[src/rtl/fifo_arb_pkg.sv]
// Shared types and helpers for the FIFO write-port arbiter.
package fifo_arb_pkg;

  typedef enum logic {
    StIdle   = 1'b0,
    StLocked = 1'b1
  } arb_state_e;

  localparam int unsigned DefaultN     = 2;
  localparam int unsigned DefaultWidth = 8;

  // Increment a requester index, wrapping from n-1 back to 0.
  function automatic int unsigned wrap_inc(input int unsigned idx, input int unsigned n);
    return (idx + 1 >= n) ? 0 : idx + 1;
  endfunction

endpackage

[src/rtl/fifo_wr_arbiter_rr_pick.sv]
// Combinational round-robin picker: first set request at or after rr_ptr_i, modulo N.
module fifo_wr_arbiter_rr_pick #(
  parameter int unsigned N   = 2,
  parameter int unsigned IDW = 1
) (
  input  logic [N-1:0]   req_i,
  input  logic [IDW-1:0] rr_ptr_i,
  output logic           valid_o,
  output logic [IDW-1:0] winner_o
);

  logic [N-1:0] rot;

  // Rotate so bit 0 is the requester at rr_ptr_i, then take the lowest set bit.
  always_comb begin
    int unsigned sum;
    rot      = N'({req_i, req_i} >> rr_ptr_i);
    valid_o  = 1'b0;
    winner_o = '0;
    sum      = 0;
    for (int k = N - 1; k >= 0; k--) begin
      if (rot[k]) begin
        sum = 32'(rr_ptr_i) + 32'(k);
        if (sum >= N) sum = sum - N;
        valid_o  = 1'b1;
        winner_o = IDW'(sum);
      end
    end
  end

endmodule

[src/rtl/fifo_wr_arbiter.sv]
// Round-robin arbiter sharing one FIFO write port between N packet requesters.
// Optional owner-stall watchdog enabled by defining FIFO_ARB_WATCHDOG_EN.
module fifo_wr_arbiter
  import fifo_arb_pkg::*;
#(
  parameter int unsigned N      = DefaultN,
  parameter int unsigned WIDTH  = DefaultWidth,
  parameter int unsigned IDW    = (N > 1) ? $clog2(N) : 1,
  parameter int unsigned WD_CYC = 16
) (
  input  logic               clk,
  input  logic               rst_n,
  input  logic [N-1:0]       req,
  input  logic [N*WIDTH-1:0] req_data,
  input  logic [N-1:0]       req_last,
  output logic [N-1:0]       req_ack,
  input  logic               fifo_full,
  output logic               fifo_write_flag,
  output logic [WIDTH-1:0]   fifo_write_data,
  output logic [IDW-1:0]     grant_id,
  output logic               busy,
  output logic               wd_err
);

  arb_state_e     state_q, state_d;
  logic [IDW-1:0] rr_ptr_q, rr_ptr_d;
  logic [IDW-1:0] owner_q, owner_d;
  logic [IDW-1:0] grant_id_q, grant_id_d;
  logic           pick_valid;
  logic [IDW-1:0] pick_id;
  logic [WIDTH-1:0] data_arr [N];

`ifdef FIFO_ARB_WATCHDOG_EN
  localparam int unsigned WdW = (WD_CYC > 2) ? $clog2(WD_CYC) : 1;
  logic [WdW-1:0] wd_cnt_q, wd_cnt_d;
  logic           wd_err_q, wd_err_d;
  assign wd_err = wd_err_q;
`else
  logic unused_wd_cyc;
  assign unused_wd_cyc = ^WD_CYC;
  assign wd_err = 1'b0;
`endif

  for (genvar g = 0; g < N; g++) begin : g_unpack
    assign data_arr[g] = req_data[g*WIDTH +: WIDTH];
  end

  fifo_wr_arbiter_rr_pick #(
    .N   (N),
    .IDW (IDW)
  ) u_rr_pick (
    .req_i    (req),
    .rr_ptr_i (rr_ptr_q),
    .valid_o  (pick_valid),
    .winner_o (pick_id)
  );

  assign busy     = (state_q == StLocked);
  assign grant_id = grant_id_q;

  // Next-state and write-port drive; outputs forced low while reset is held.
  always_comb begin
    state_d         = state_q;
    rr_ptr_d        = rr_ptr_q;
    owner_d         = owner_q;
    grant_id_d      = grant_id_q;
    req_ack         = '0;
    fifo_write_flag = 1'b0;
    fifo_write_data = '0;
`ifdef FIFO_ARB_WATCHDOG_EN
    wd_cnt_d        = wd_cnt_q;
    wd_err_d        = 1'b0;
`endif
    unique case (state_q)
      StIdle: begin
        if (pick_valid && !fifo_full) begin
          req_ack[pick_id] = 1'b1;
          fifo_write_flag  = 1'b1;
          fifo_write_data  = data_arr[pick_id];
          grant_id_d       = pick_id;
`ifdef FIFO_ARB_WATCHDOG_EN
          wd_cnt_d         = '0;
`endif
          if (req_last[pick_id]) begin
            rr_ptr_d = IDW'(wrap_inc(32'(pick_id), N));
          end else begin
            state_d = StLocked;
            owner_d = pick_id;
          end
        end
      end
      StLocked: begin
        if (req[owner_q] && !fifo_full) begin
          req_ack[owner_q] = 1'b1;
          fifo_write_flag  = 1'b1;
          fifo_write_data  = data_arr[owner_q];
`ifdef FIFO_ARB_WATCHDOG_EN
          wd_cnt_d         = '0;
`endif
          if (req_last[owner_q]) begin
            state_d  = StIdle;
            rr_ptr_d = IDW'(wrap_inc(32'(owner_q), N));
          end
        end
`ifdef FIFO_ARB_WATCHDOG_EN
        // Only cycles where the owner itself is silent count; full stalls do not.
        else if (!req[owner_q]) begin
          if (wd_cnt_q == WdW'(WD_CYC - 1)) begin
            state_d  = StIdle;
            rr_ptr_d = IDW'(wrap_inc(32'(owner_q), N));
            wd_err_d = 1'b1;
            wd_cnt_d = '0;
          end else begin
            wd_cnt_d = wd_cnt_q + 1'b1;
          end
        end
`endif
      end
      default: state_d = StIdle;
    endcase
    if (!rst_n) begin
      req_ack         = '0;
      fifo_write_flag = 1'b0;
      fifo_write_data = '0;
    end
  end

  // Arbitration state register with synchronous active-low reset.
  always_ff @(posedge clk) begin
    if (!rst_n) begin
      state_q    <= StIdle;
      rr_ptr_q   <= '0;
      owner_q    <= '0;
      grant_id_q <= '0;
`ifdef FIFO_ARB_WATCHDOG_EN
      wd_cnt_q   <= '0;
      wd_err_q   <= 1'b0;
`endif
    end else begin
      state_q    <= state_d;
      rr_ptr_q   <= rr_ptr_d;
      owner_q    <= owner_d;
      grant_id_q <= grant_id_d;
`ifdef FIFO_ARB_WATCHDOG_EN
      wd_cnt_q   <= wd_cnt_d;
      wd_err_q   <= wd_err_d;
`endif
    end
  end

endmodule

[config.mk]
export PLATFORM = sky130hd
export DESIGN_NAME = fifo_wr_arbiter
export DESIGN_NICKNAME = d
export VERILOG_FILES = /design/src/rtl/fifo_arb_pkg.sv /design/src/rtl/fifo_wr_arbiter_rr_pick.sv /design/src/rtl/fifo_wr_arbiter.sv
export SDC_FILE = /design/constraint.sdc
export NUM_CORES = 1
export LEC_CHECK = 0
export ABC_CLOCK_PERIOD_IN_PS = 5200
export CAP_MARGIN = 20
export CORE_AREA = 2 2 39 41
export CTS_CLUSTER_SIZE = 8
export DETAILED_ROUTE_END_ITERATION = 7
export DIE_AREA = 0 0 41 43
export DONT_BUFFER_PORTS = 1
export SLEW_MARGIN = 20
export SYNTH_ARGS = -nofsm -noshare
export SYNTH_HDL_FRONTEND = slang
export SYNTH_SLANG_ARGS = --single-unit
[constraint.sdc]
create_clock -name clk -period 5.2 [get_ports clk]
set_input_delay 0.52 -clock clk [delete_from_list [all_inputs] [get_ports clk]]
set_output_delay 0.52 -clock clk [all_outputs]
set_load 0.005 [all_outputs]
==> out/results.ini <==
[logic_synthesis]
syn_inst=74
ys_async_sr_fraction_pct=0
synth-main-ff-cell=dfxtp_1
synth-edff-count=0
yosysWarnings=0
synth_cell_types=34
synth_nets=97
ys_ff_latch=4
syn_area_um2=544
syn_area_per_cell_um2=7.36
yosysSeqAreaShare_pct=14.7

[die]
fp.dieH_um=43
die-area_um2=1760
coreArea_um2=1380
die_x_um=41
start_util_pct=39.3
io_pins=37
rows=14

[placement]
postPlaceCellArea_um2=526
gp_congestion=0.764
place.port_buffers=0
hpwl_um=1070

[timing]
period_minus_slack_ns=2.74
slew_viol_final=0
rsz0062_at_grt=no
slew_headroom_pct=32.3
hold_violations=0
tightest_slew_ns=1.00
whs_ns=0.453
max_freq_mhz=365
fin_setup_tns_ns=0
fin_worst_skew_ns=0.00172
setup_violations=0
period_share_pct=52.7

[setup_path]
critPathCaptureType=primary output
cp_slowest_cell=nor4b_1
r2r_slack_ns=3.31
startpoint_type=flip-flop
cpPeakStageDelay_ns=0.85
r2r_start=rr_ptr_q
cp_data_arrival_time_ns=2.22
worstRegToRegCells=4
crit_path_cell_trace=inv_1 > nor4b_1 > a222oi_1 > nor2_1
path_max_fanout=12
endpoint=fifo_write_data[5]
cp_num_buf_inv=1
reg2reg_to=owner_q
crit_family=simple AND/OR/NAND/NOR gates
crit_cells=4
startpoint=busy
path_class=reg -> out
required_ns=4.68

[clock_network]
path_clk_slew_ns=0.04
clockBufferDepth=2
hold_buffers=0
cts_tree=built
cts-root-buf=clkbuf_4
post_cts_buffers=0
clock_sinks=4
insertion_delay_ns=0.24
cts_htree_levels=1
cts_inserted_buffers=3
cts_resized=0

[grt]
grt_max_degree=16
gr-usage-all-layers_pct=17.8
grt_antenna_before_repair=0
grt_pass1_vias=529
grt_pass1_wl_um=2190
grt_overflow=0

[run]
drv_cap=0

[power]
power_density_nw_per_um2=214
ir_worst_vdd_uv=146
p_leak_nw=0.189
total_power_uw=117

[drt]
first_pass_iters=5
ant_nets=0
postRouteWirelength_um=1540
post_drt_wl_per_cell_um=17.9
drc=0
vias=626
drt_iter0_drc=40
drt-vias-per-instance=7.28

[final_layout]
nets=95
diodes=0
area_delta_synth_final_pct=0.690
stdcell_area_um2=548
drive_gt1_share_pct=8.57

[run_status]
outcome=complete, no violations

[worst_hold_path]
hold_class=in -> reg

==> logic make-up after synthesis <==
logic type | Yosys count | synth area share (%)
AO/OA/AOI/OAI | 28 | 46.2
buffers and inverters | 11 | 9.88
flip-flops | 4 | 14.7
multiplexers | 1 | 1.84
other | 1 | 0.689
AND/OR/NAND/NOR | 29 | 26.7
==> layout make-up <==
class / count / area (um^2)
fill: 149 / 836
multi-input combinational: 59 / 410
sequential: 4 / 80.1
clock buffer: 3 / 22.5
tap: 16 / 20.0
inverter: 4 / 15.0
==> stage by stage <==
step / instances / setup WS (ns) / util (%)
final: 86 / 2.46 / 39.6
after global routing: 86 / 2.16 / 39.6
after CTS: 86 / 2.47 / 39.6
after detailed placement: 83 / 2.72 / 38.0
after global placement: 83 / 2.82 / 38.0
after floorplan: 74 / 3.02 / -
==> metal layers <==
| layer | global-route usage [%] | up-vias | wire (um) |
|---|---|---|---|
| met4 | 6.00 | 0 | 0 |
| met3 | 7.85 | 0 | 221 |
| li1 | - | 289 | - |
| met1 | 24.8 | 287 | 631 |
| met2 | 23.8 | 50 | 690 |
| met5 | 0 | - | 0 |
==> Yosys cell counts (all sizes together) (2+ instances only) <==
library cell | number | area share, %
a21boi | 2 | 2.8
clkbuf | 4 | 2.8
a222oi | 6 | 11
buf | 3 | 4.4
nor2 | 12 | 8.3
o21ai | 2 | 1.8
dfxtp | 4 | 15
nand3 | 3 | 2.8
and2 | 3 | 3.4
nand2b | 2 | 2.3
a32o | 6 | 11
nand2 | 4 | 2.8
a221oi | 2 | 4.4
inv | 4 | 2.8
a22oi | 2 | 2.8
==> registers in the layout (all words and copies together), names as in the netlist <==
register,cells
grant_id,1
busy,1
owner_q,1
rr_ptr_q,1
==> worst min path at each step <==
stage	start	endpoint	slack (ns)	cells past startpoint
2_1_floorplan	grant_id	grant_id	0.48	2
6_report	req[1]	grant_id	0.45	2
4_1_cts	rst_n	rr_ptr_q	0.45	2
3_5_place_dp	grant_id	grant_id	0.51	2
5_1_grt	req[1]	grant_id	0.47	2
3_3_place_gp	grant_id	grant_id	0.52	2
==> cell usage in the layout (no fill, tap or decap), types with 2 or more instances in the layout <==
cell,instances
a22oi_1,2
o21ai_0,2
nand2_1,4
a32o_1,6
nor2_1,12
nand2b_1,2
and2_1,3
a222oi_1,6
inv_1,4
nand3_1,3
clkbuf_4,3
dfxtp_1,4
==> where the power goes <==
group | leakage, nW | internal (mW) | switching, mW
clock | 0.0138 | 0.0259 | 0.0140
sequential | 0.0328 | 0.0338 | 0.00545
combinational | 0.143 | 0.0174 | 0.0207
total | 0.189 | 0.0771 | 0.0402
==> worst register-to-register path, delay by kind of cell (launching register included) <==
kind	cells	cell delay, ns
AOI/OAI and AO/OA	2	0.48
DFF	1	0.38
and+or+nand+nor	2	0.93
(Power assumes the default switching activity.)
